**config.mk**
```make
export PLATFORM = sky130hd
export DESIGN_NAME = sincpde_div_param
export DESIGN_NICKNAME = d
export VERILOG_FILES = /design/src/rtl/sincpde_div_pkg.sv /design/src/rtl/sincpde_div_sat.sv /design/src/rtl/sincpde_div_param.sv
export SDC_FILE = /design/constraint.sdc
export NUM_CORES = 1
export LEC_CHECK = 0
export BUFFER_PORTS_ARGS = -buffer_cell sky130_fd_sc_hd__buf_2
export CAP_MARGIN = 20
export CORE_UTILIZATION = 25
export DETAILED_ROUTE_END_ITERATION = 12
export HOLD_SLACK_MARGIN = 0.02
export PLACE_DENSITY = 0.49
export SLEW_MARGIN = 20
export SYNTH_ARGS = -nofsm -noshare
export SYNTH_HDL_FRONTEND = slang
export SYNTH_SLANG_ARGS = --single-unit
```
**constraint.sdc**
```tcl
create_clock -name clk -period 5.3 [get_ports clk]
set_input_delay 0.265 -clock clk [delete_from_list [all_inputs] [get_ports clk]]
set_output_delay 0.265 -clock clk [all_outputs]
set_load 0.02 [all_outputs]
```
**src/rtl/sincpde_div_pkg.sv**
```systemverilog
// Shared state type and helpers for the sincpde restoring divider.
// Helpers work on MAXW-bit sign-extended operands so one copy serves every width.
package sincpde_div_pkg;

  localparam int MAXW = 128;

  typedef enum logic [1:0] {IDLE, PREP, ITER, FIX} state_t;

  function automatic logic signed [63:0] qmax(input int qw);
    return (64'sd1 <<< (qw - 1)) - 64'sd1;
  endfunction

  function automatic logic signed [63:0] qmin(input int qw);
    return -(64'sd1 <<< (qw - 1));
  endfunction

  // The extra headroom above the operand width keeps -(most negative) exact.
  function automatic logic [MAXW-1:0] absw(input logic signed [MAXW-1:0] v);
    return v[MAXW-1] ? MAXW'(-v) : MAXW'(v);
  endfunction

endpackage

```
**src/rtl/sincpde_div_sat.sv**
```systemverilog
// Sign-apply and saturation of the divider magnitude; combinational, no flow control.
// With SINCPDE_DIV_ROUND_EN defined the magnitude is rounded half away from zero first.
module sincpde_div_sat
  import sincpde_div_pkg::*;
#(
  parameter int QW = 18,
  parameter int DW = 48,
  parameter int RW = 57
) (
  input  logic [QW-1:0]        i_mag,
  input  logic [RW-1:0]        i_rem,
  input  logic [DW:0]          i_dabs,
  input  logic                 i_negq,
  input  logic                 i_negr,
  input  logic                 i_pre_ovf,
  input  logic                 i_dz,
  output logic signed [QW-1:0] o_q,
  output logic                 o_ovf
);

  localparam int MW = QW + 1;
  localparam logic signed [QW-1:0] QMAX    = QW'(qmax(QW));
  localparam logic signed [QW-1:0] QMIN    = QW'(qmin(QW));
  localparam logic [MW-1:0]        LIM_POS = MW'(qmax(QW));
  localparam logic [MW-1:0]        LIM_NEG = MW'(-qmin(QW));

  logic [MW-1:0] w_mag;
  logic          w_ovf;

`ifdef SINCPDE_DIV_ROUND_EN
  localparam int XW = (RW + 1 > DW + 1) ? RW + 1 : DW + 1;
  logic w_round_up;
  assign w_round_up = XW'({i_rem, 1'b0}) >= XW'(i_dabs);
  assign w_mag      = {1'b0, i_mag} + MW'(w_round_up);
`else
  logic w_unused_rnd;
  assign w_unused_rnd = ^{i_rem, i_dabs};
  assign w_mag        = {1'b0, i_mag};
`endif

  always_comb begin
    w_ovf = i_pre_ovf || (i_negq ? (w_mag > LIM_NEG) : (w_mag > LIM_POS));
    o_ovf = 1'b0;
    o_q   = i_negq ? QW'(-w_mag) : QW'(w_mag);
    if (i_dz) begin
      o_q = i_negr ? QMIN : QMAX;
    end else if (w_ovf) begin
      o_q   = i_negq ? QMIN : QMAX;
      o_ovf = 1'b1;
    end
  end

endmodule

```
**src/rtl/sincpde_div_param.sv**
```systemverilog
// Signed fixed-point restoring divider Q = trunc(N*2^QF/D), one quotient bit per cycle.
// Result pulses SYNC_OUT QW+2 cycles after SYNC_IN; no backpressure, SYNC_IN restarts; SINCPDE_DIV_ROUND_EN adds rounding.
module sincpde_div_param
  import sincpde_div_pkg::*;
#(
  parameter int NW = 48,
  parameter int DW = 48,
  parameter int QW = 18,
  parameter int QF = 8
) (
  input  logic                 clk,
  input  logic                 rst,
  input  logic                 SYNC_IN,
  input  logic signed [NW-1:0] N,
  input  logic signed [DW-1:0] D,
  output logic signed [QW-1:0] Q,
  output logic signed [DW-1:0] REM,
  output logic                 OVF,
  output logic                 DZ,
  output logic                 BUSY,
  output logic                 SYNC_OUT
);

  localparam int RW  = NW + QF + 1;
  localparam int AW  = DW + 1;
  localparam int NAW = NW + 1;
  localparam int CW  = (RW > AW + QW) ? RW : AW + QW;
  localparam int IW  = $clog2(QW);

  state_t               r_state;
  logic signed [NW-1:0] r_n;
  logic signed [DW-1:0] r_d;
  logic                 r_negq;
  logic                 r_negr;
  logic                 r_dz;
  logic                 r_pre_ovf;
  logic [RW-1:0]        r_rem;
  logic [AW-1:0]        r_dabs;
  logic [QW-1:0]        r_mag;
  logic [IW-1:0]        r_i;

  logic [NAW-1:0]       w_nabs;
  logic [AW-1:0]        w_dabs;
  logic [RW-1:0]        w_r0;
  logic [CW-1:0]        w_rext;
  logic [CW-1:0]        w_dsh;
  logic [CW-1:0]        w_diff;
  logic                 w_ge;
  logic [DW-1:0]        w_rem_t;
  logic signed [QW-1:0] w_q;
  logic                 w_ovf;

  assign w_nabs  = NAW'(absw(MAXW'(r_n)));
  assign w_dabs  = AW'(absw(MAXW'(r_d)));
  assign w_r0    = RW'(w_nabs) << QF;
  assign w_rext  = CW'(r_rem);
  assign w_dsh   = CW'(r_dabs) << r_i;
  assign w_ge    = w_rext >= w_dsh;
  assign w_diff  = w_rext - w_dsh;
  // After the last step the partial remainder is below |D|, so DW bits hold it.
  assign w_rem_t = r_rem[DW-1:0];

  sincpde_div_sat #(
    .QW(QW),
    .DW(DW),
    .RW(RW)
  ) u_sat (
    .i_mag    (r_mag),
    .i_rem    (r_rem),
    .i_dabs   (r_dabs),
    .i_negq   (r_negq),
    .i_negr   (r_negr),
    .i_pre_ovf(r_pre_ovf),
    .i_dz     (r_dz),
    .o_q      (w_q),
    .o_ovf    (w_ovf)
  );

  always_ff @(posedge clk) begin
    if (rst) begin
      r_state   <= IDLE;
      r_n       <= '0;
      r_d       <= '0;
      r_negq    <= 1'b0;
      r_negr    <= 1'b0;
      r_dz      <= 1'b0;
      r_pre_ovf <= 1'b0;
      r_rem     <= '0;
      r_dabs    <= '0;
      r_mag     <= '0;
      r_i       <= '0;
      Q         <= '0;
      REM       <= '0;
      OVF       <= 1'b0;
      DZ        <= 1'b0;
      BUSY      <= 1'b0;
      SYNC_OUT  <= 1'b0;
    end else begin
      SYNC_OUT <= 1'b0;
      case (r_state)
        IDLE: BUSY <= 1'b0;
        PREP: begin
          r_rem     <= w_r0;
          r_dabs    <= w_dabs;
          r_dz      <= (r_d == '0);
          r_pre_ovf <= CW'(w_r0) >= (CW'(w_dabs) << QW);
          r_i       <= IW'(QW - 1);
          r_state   <= ITER;
        end
        ITER: begin
          if (w_ge) r_rem <= RW'(w_diff);
          r_mag[r_i] <= w_ge;
          r_i        <= r_i - IW'(1);
          if (r_i == '0) r_state <= FIX;
        end
        FIX: begin
          Q        <= w_q;
          OVF      <= w_ovf;
          DZ       <= r_dz;
          REM      <= r_dz ? '0 : (r_negr ? -w_rem_t : w_rem_t);
          SYNC_OUT <= 1'b1;
          r_state  <= IDLE;
        end
        default: r_state <= IDLE;
      endcase
      // A new start overrides whatever the FSM was doing; FIX outputs above still land.
      if (SYNC_IN) begin
        r_n     <= N;
        r_d     <= D;
        r_negq  <= N[NW-1] ^ D[DW-1];
        r_negr  <= N[NW-1];
        BUSY    <= 1'b1;
        r_state <= PREP;
      end
    end
  end

endmodule

```
After elaboration in Yosys (flattened, before gate mapping) --
Index checks and enable logic that the tools add are counted.
Word-level totals: input bits 99, register bits after elaboration 301, output and inout port bits 70
Operators by class: shift-type cells 1, reductions and logical operators 13, eq/ne operators 6, order comparisons 6, bitwise operators 1, add/subtract/negate cells 6, multiplexer cells 24
Operator list (number):
- $ge 57x67->1 | 2
- $pmux 57 s2 | 1
- $mux 49 | 2
- $neg 48->49 | 2
- $mux 48 | 2
- $mux 18 | 5
- $shl 49x5->67 | 1
- $mux 57 | 1
- $sub 57x57->57 | 1
- $logic_not 48->1 | 1
- $neg 48->48 | 1
- $bwmux 18 | 1
- $gt 18x17->1 const B | 1
- $gt 18x18->1 const B | 1
- $neg 18->18 | 1
- $pmux 5 s2 | 1
- $mux 1 | 8
- $lt 5x6->1 const B | 1
- $pmux 2 s3 | 1
- $reduce_and 2->1 | 3
- $demux 1 s5 | 1
- $ge 5x1->1 const B | 1
- $logic_not 5->1 | 1
- $sub 5x1->5 const B | 1
- 13 further kinds | 16

Depth between registers and ports, before layout --
Gate-level depths: netlist (run 1).
depth after elaboration 5, gate-level depth with buffers 25, gate-level depth less buffers 21

Modules after synthesis --
A second synthesis (run 1) with hierarchy kept.
Second synthesis, totals: cells, all modules 2790, area, all modules 22003.6 sq um
Modules (own cells, without submodules):
- sincpde_div_param | cells an instance 2678, times used 1, area an instance 21323.0 sq um, sequential area each 6005.8 sq um
- sincpde_div_sat | cells an instance 112, times used 1, area an instance 680.7 sq um, sequential area each 0.0 sq um

Worst setup path before layout (run 1) --
Ideal clock, no wire load.
kind flip-flop to flip-flop, from register r_i[1], to register r_rem[10], arrival time 5.569 ns, required time 5.172 ns, slack -0.396 ns, clock period less this slack 5.696 ns, cell stages (with the launch flop) 24, path buffers 7, cell sequence dfxtp_1 > buf_2 > buf_1 > clkbuf_1 > clkbuf_1 > buf_1 > mux4_2 > mux2i_1 > nand2_1 > o21ai_0 > o22a_1 > ha_1 > clkbuf_1 > and4_1 > nand4_1 > or4_1 > o311ai_0 > or2_2 > o2111ai_1 > nand2_1 > clkbuf_1 > o211ai_1 > o21ai_0 > nor2_1
Between the ends: word-level cells in the longest chain between the ends 4, elaborated cells between the ends (all ways) 7
RTL lines:
- from (decl) | RTL line sincpde_div_param.sv:40 | logic [IW-1:0] r_i;
- from (signal assigned) | RTL line sincpde_div_param.sv:107 | r_i <= IW'(QW - 1);
- from (signal assigned) | RTL line sincpde_div_param.sv:113 | r_i <= r_i - IW'(1);
- $shl 49x5->67 * | RTL line sincpde_div_param.sv:57 | assign w_dsh = CW'(r_dabs) << r_i;
- $sub 57x57->57 or $ge 57x67->1 (tied branches) | RTL line sincpde_div_param.sv:59, sincpde_div_param.sv:58
- $mux 57 or $ne 2x2->1 (tied branches)
- $pmux 57 s2 or $reduce_and 2->1 (tied branches)
- to (signal assigned) | RTL line sincpde_div_param.sv:103 | r_rem <= w_r0;
- to (signal assigned) | RTL line sincpde_div_param.sv:111 | if (w_ge) r_rem <= RW'(w_diff);
- to (decl) | RTL line sincpde_div_param.sv:37 | logic [RW-1:0] r_rem;
Mark *: on every way between the ends. The rest lies on a longest branch, timed or not. The select of a mux whose other input is x is not followed. A chain may end at the register's enable or synchronous reset.

Final worst setup path (run 1) --
from register r_i[0], to register r_rem[54]
Same word-level chain as after synthesis.

==> results.yml, run 1 <==
outcome:
  status: "finished, final reports clean"
grt:
  grtUsageTotal_pct: 18.8
  grt_max_degree: 114
  grt_pass1_wl_mm: 130
  grt-ovfl-total: 0
  grt_antenna_before_repair: 2
  grt_pass1_vias: 20600
detailed_routing:
  top_layer_used: "met4"
  wirelength_mm: 85.7
  drc: 0
  ant_nets: 0
  routed-wl-met3_mm: 3.92
  met1_length_mm: 41.6
  dr_total_vias: 21600
  vias_per_cell: 5.03
  dr_wl_met2_mm: 37.8
  first_iter_violations: 1822
  wl_per_cell_um: 19.9
  drt_first_pass_iters: 6
finish:
  nFillCells: 9355
  layout.nets: 3328
  mostFrequentLayoutCell: "nor2_1"
  multiInputGateArea_sq_um: 15100
  seqCellArea_sq_um: 6020
  syn2layout_area_growth_pct: 26.0
  n_antenna_cell: 0
  utilization_pct: 31.8
  stdcell_count: 4303
  drive_gt1_share_pct: 16.9
  mostFrequentLayoutCells: "nor2_1, dfxtp_1, nand2_1"
yosys:
  ys_warn_count: 0
  synthFlopType: "dfxtp_1"
  ys_ff_latch: 300
  syn_inst: 2785
  ys_async_sr_fraction_pct: 0
  synth_edf_count: 0
  avgSynthCellArea_sq_um: 7.88
  synth.net_count: 2996
  yosysSeqAreaShare_pct: 27.4
  syn_area_sq_um: 22000
  synth.distinct_cells: 82
timing:
  fmax_mhz: 199
  skew_ns: 0.0264
  relSlewSlack_pct: 40.0
  min_period_ns: 5.03
  rsz0062_at_grt: "false"
  finalWorstSetupSlack_ns: 0.269
  tightest_slew_ns: 0.901
  finalSetupViolCount: 0
  timing.setup.tns_ns: 0
  hold_viol_final: 0
  min_period_over_period_pct: 94.9
  drv_slew: 0
worst_hold_path:
  hp-class: "input port to flop"
  hold_depth: 2
  worstHoldStart: "rst"
  hold_end: "r_n[1]$_SDFFE_PP0P_"
clocking:
  cts_inserted_buffers: 40
  clockBufferDepth: 3
  cts.sinks: 300
  htreeDepth: 2
  clk_latency_ns: 0.57
  cts_tree: "built"
  clk_pin_slew_ns: 0.06
  cts_root_buffer: "clkbuf_16"
critical_path:
  slowest_delay_ns: 0.54
  crit_required_ns: 5.74
  regToRegSetupSlack_ns: 0.27
  r2r-start: "r_i[0]$_SDFFE_PP0P_"
  cp-start-kind: "flop"
  crit_top_cell: "buf_4"
  end_kind: "flop"
  cp.arrival_ns: 5.47
  crit_fanout: 18
  r2r.worst_path.cells: 23
  slowest_stage: "mux4_2"
  crit_chain: "buf_12 > mux4_2 > mux2i_1 > nand2_1 > o21ai_0 > buf_4 > nor2_1 > a21oi_1 > buf_4 > ha_1 > buf_4 > nand4_1 > nor4_1 > a22oi_1 > nor2b_1 > a221oi_1 > buf_4 > a21oi_1 > a31oi_1 > buf_4 > o311ai_0 > xnor2_1 > a21boi_0"
  rr_endpoint: "r_rem[54]$_SDFFE_PP0P_"
  critPathKind: "flop to flop"
floorplanning:
  std_cell_rows: 108
  die_w_um: 298
  die_y_um: 298
  start_util_pct: 25.3
  die_area_sq_um: 89000
  io_pins: 169
  core_area_sq_um: 86900
place:
  dp_slack_ns: 0.153
  place_congestion: 0.973
  port_buffers: 168
  dp_hpwl_mm: 66.3
  dp.cells: 4119
job:
  cap_violations: 0
pwr:
  leakage_uw: 0.0114
  p_total_uw: 9070
  ir_drop_mv: 0.213
  p_per_area_nw_per_um2: 328
## layout make-up
cell class	count	area share, %
clock buffer	57	4.18
clock inverter	16	0.679
inverter	46	0.624
multi-input combinational	2257	54.7
sequential	300	21.8
tap	1155	5.23
timing repair buffer	472	12.8
## sequential cells by signal, summed over array words and instances, names as in the netlist, 2 cells and up
signal / cells
r_dabs: 49
Q: 18
r_rem: 57
REM: 48
r_state: 2
r_d: 48
r_n: 48
r_i: 5
r_mag: 18
## cell usage after synthesis, types with 5 or more instances
library cell	number	share of area, %
nand2_1	279	4.8
nor2_1	380	6.5
a31oi_1	24	0.68
nor3b_1	6	0.21
o21bai_1	13	0.44
o22ai_1	13	0.37
nand2b_1	37	1.1
o41ai_1	27	1.1
o21a_1	7	0.24
buf_1	27	0.46
o21ai_0	170	3.9
a21boi_0	7	0.24
a21oi_1	224	5.1
mux4_2	42	4.3
a211o_1	6	0.24
buf_2	5	0.11
mux2i_1	149	6.8
a311oi_1	10	0.40
o31ai_1	41	1.4
a21o_1	43	1.5
xor2_1	70	2.8
nand3_1	35	0.80
and2_1	11	0.31
a221oi_1	8	0.32
inv_1	43	0.74
nor2b_1	52	1.5
nand4_1	34	0.97
nor3_1	39	0.89
nand3b_1	5	0.17
a211oi_1	90	3.1
nor4_1	15	0.43
dfxtp_1	300	27
a22o_1	15	0.60
or2_2	18	0.51
o211ai_1	21	0.72
and4_1	9	0.36
ha_1	111	6.3
or4_1	19	0.65
clkbuf_1	150	2.6
and3_1	11	0.31
mux2_2	13	0.67
or3_1	23	0.66
o22a_1	6	0.24
xnor2_1	116	4.6
## how the worst max path moves through the flow
stage                              from                     end  slack [ns]  cells past startpoint
global route        r_i[0]$_SDFFE_PP0P_  r_rem[53]$_SDFFE_PP0P_        0.01                     21
CTS                 r_i[1]$_SDFFE_PP0P_  r_rem[45]$_SDFFE_PP0P_        0.09                     18
floorplan           r_i[0]$_SDFFE_PP0P_  r_rem[10]$_SDFFE_PP0P_        0.03                     21
finish              r_i[0]$_SDFFE_PP0P_  r_rem[54]$_SDFFE_PP0P_        0.27                     23
global placement    r_i[1]$_SDFFE_PP0P_  r_rem[45]$_SDFFE_PP0P_        0.23                     18
detailed placement  r_i[1]$_SDFFE_PP0P_  r_rem[45]$_SDFFE_PP0P_        0.15                     18
## what timing repair did
action,4_1_cts,5_1_grt
endpoints found under the hold margin,96,0
hold buffers,110,0
resized for setup,0,7
buffers inserted,0,1
setup endpoints to repair,0,54
## logic make-up (layout without fill, tap and decap cells)
kind of cell	after synthesis	after routing	synth area share, %
compound gates	767	767	22.4
fa+ha+maj	112	112	6.42
xor+xnor	186	186	7.42
buf+inv	228	591	3.93
mux	204	204	11.8
flops	300	300	27.4
other cells	1	1	0.0171
simple gates	987	987	20.7
## per-stage QoR
stage / hold WS [ns] / cell area, sq um
after floorplan: 0.412 / 22000
after global placement: 0.455 / 25200
after detailed placement: 0.458 / 25200
after CTS: 0.0240 / 27600
after global routing: 0.0532 / 27600
final: 0.0583 / 27600
## per-layer routing
metal	track usage, %	vias up
li1	-	10800
met1	26.9	10200
met2	29.4	513
met3	1.95	95
met4	5.51	0
met5	0	-
## power by group
part / total [uW] / switching [uW] / internal (uW)
registers: 2620 / 231 / 2390
logic: 3630 / 2050 / 1580
clock network: 2820 / 1110 / 1710
total: 9070 / 3390 / 5690
## critical path, delay by kind of cell (launching register included)
| kind | cells | cell delay [ns] |
|---|---|---|
| adders and majority gates | 1 | 0.19 |
| xor gates and xnor gates | 1 | 0.17 |
| muxes | 2 | 0.87 |
| and+or+nand+nor | 5 | 0.74 |
| buffers and inverters | 6 | 1.03 |
| DFF | 1 | 0.47 |
| AOI/OAI and AO/OA | 8 | 1.41 |
No activity file was read; power rests on OpenSTA's default activity.
==> run 2, diff against run 1 <==
--- a/config.mk
+++ b/config.mk
@@ -7,10 +7,12 @@
 export LEC_CHECK = 0
 export BUFFER_PORTS_ARGS = -buffer_cell sky130_fd_sc_hd__buf_2
 export CAP_MARGIN = 20
+export CORE_MARGIN = 3
 export CORE_UTILIZATION = 25
 export DETAILED_ROUTE_END_ITERATION = 12
 export HOLD_SLACK_MARGIN = 0.02
-export PLACE_DENSITY = 0.49
+export PLACE_DENSITY = 0.48
+export RECOVER_POWER = 50
 export SLEW_MARGIN = 20
 export SYNTH_ARGS = -nofsm -noshare
 export SYNTH_HDL_FRONTEND = slang
==> constraint.sdc (replaced) <==
create_clock -name clk -period 6 [get_ports clk]
set_input_delay 0.3 -clock clk [delete_from_list [all_inputs] [get_ports clk]]
set_output_delay 0.3 -clock clk [all_outputs]
set_load 0.02 [all_outputs]
==> results.yml, run 2 (synthesis results as in run 1) <==
timing:
  timing.setup.tns_ns: 0
  rsz0062_at_grt: "false"
  tightest_slew_ns: 3.34
  relSlewSlack_pct: -123
  drv_slew: 288
  hold_ws_ns: 0.114
  finalSetupViolCount: 0
  min_period_over_period_pct: 91.4
  fmax_mhz: 182
  hold_viol_final: 0
  skew_ns: 0.0335
  min_period_ns: 5.48
place:
  place_congestion: 0.945
  dp_hpwl_mm: 64.4
  port_buffers: 168
floorplanning:
  core_area_sq_um: 86900
  die_w_um: 302
  start_util_pct: 25.3
  die_y_um: 302
  die_area_sq_um: 91400
  std_cell_rows: 108
  io_pins: 169
critical_path:
  cp.arrival_ns: 5.83
  crit_chain: "buf_4 > mux2i_1 > mux2i_1 > mux2i_1 > nand2_1 > o21ai_0 > or2_2 > ha_1 > and4_1 > nand4_1 > o31ai_1 > a21oi_1 > o21ai_0 > a21oi_1 > xnor2_1 > a22oi_1 > nor2_1"
  crit_top_cell: "mux2i_1"
  critPathKind: "flop to flop"
  regToRegSetupSlack_ns: 0.52
  crit_required_ns: 6.34
  crit_fanout: 31
  critical-path-top-delay-family: "compound AO/OA/AOI/OAI gates"
  slowest_delay_ns: 0.87
  end_kind: "flop"
  cp-start-kind: "flop"
  crit_buf_inv: 1
  slowest_stage: "o31ai_1"
finish:
  multiInputGateArea_sq_um: 15100
  seqCellArea_sq_um: 6020
  drive_gt1_share_pct: 10.4
  mostFrequentLayoutCells: "nor2_1, dfxtp_1, nand2_1"
  regMostFlops: "r_rem"
  nFillCells: 9417
  reg_top3: "r_rem: 57 flops, r_dabs: 49 flops"
  mostFrequentLayoutCell: "nor2_1"
  layout.nets: 3170
  largest_register_ffs: 57
  syn2layout_area_growth_pct: 19.5
clocking:
  cts_inserted_buffers: 39
  clockBufferDepth: 3
  clk_pin_slew_ns: 0.06
  htreeDepth: 2
  cts.sinks: 300
  cts_tree: "built"
  clk_latency_ns: 0.58
  cts_root_buffer: "clkbuf_16"
  cts_setup_buffers: 0
outcome:
  failed_checks: "max-capacitance violations, max-slew violations"
  status: "complete, but fails checks"
pwr:
  leakage_uw: 0.0103
  p_per_area_nw_per_um2: 289
  ir_drop_mv: 0.195
detailed_routing:
  ant_nets: 0
  dr_total_vias: 20900
  wl_per_cell_um: 20.1
  vias_per_cell: 5.05
  wirelength_mm: 83.2
  first_iter_violations: 1666
  drt_first_pass_iters: 5
  drc: 0
grt:
  grt_max_degree: 90
  grt_antenna_before_repair: 5
  grt_pass1_vias: 19700
  grt-ovfl-total: 0
  grtUsageTotal_pct: 17.7
  grt_pass1_wl_mm: 126
job:
  cap_violations: 5
worst_hold_path:
  hp-class: "input port to flop"
-- run 2: tightest hold or removal path, delay by kind of cell --
kind,cells,cell delay (ns)
simple gates,1,0.08
mux,1,0.10
buf+inv,1,0.18
-- run 2: stage by stage --
step           power [uW]  worst slack, ns  instance area, sq um  instances  utilization (%)
5_1_grt              8030           0.0421                 26200       4145             30.2
2_1_floorplan        4220            0.304                 22000       2785                -
4_1_cts              7640            0.369                 26300       4145             30.3
3_3_place_gp         5100            0.372                 24000       3978             27.6
6_report             7590            0.515                 26200       4146             30.2
3_5_place_dp         5070            0.366                 24000       3978             27.7
-- run 2: per-layer routing --
metal | wire length, um | track usage [%]
met5 | 18 | 0
met4 | 2650 | 5.49
met3 | 4400 | 2.24
met2 | 35700 | 26.9
met1 | 40400 | 25.9
-- run 2: power by group --
group | switching, uW | internal [uW]
Sequential | 220 | 2110
Clock | 991 | 1480
Combinational | 1680 | 1100
-- run 2: final cells by class --
type,instances,area share (%)
Antenna cell,1,0.00954
Clock buffer,58,4.41
Tap cell,1155,5.51
Clock inverter,14,0.749
Timing Repair Buffer,315,8.10
Multi-Input combinational cell,2257,57.6
Sequential cell,300,22.9
Inverter,46,0.658
-- run 2: path summary, 6_finish.rpt --
kind                             from                     end  cells past startpoint
setup / recovery  r_i[1]$_SDFFE_PP0P_  r_rem[56]$_SDFFE_PP0P_                     17
hold / removal                  N[47]    r_n[47]$_SDFFE_PP0P_                      3
setup reg to reg  r_i[1]$_SDFFE_PP0P_  r_rem[56]$_SDFFE_PP0P_                     17
hold reg to reg    Q[14]$_SDFFE_PP0P_      Q[14]$_SDFFE_PP0P_                      2
-- run 2: what timing repair did --
| action | in CTS | in global routing |
|---|---|---|
| gates resized for setup | 0 | 2 |
| endpoints found under the setup margin | 0 | 58 |
| hold endpoints to repair | 95 | 0 |
| hold buffers | 95 | 0 |
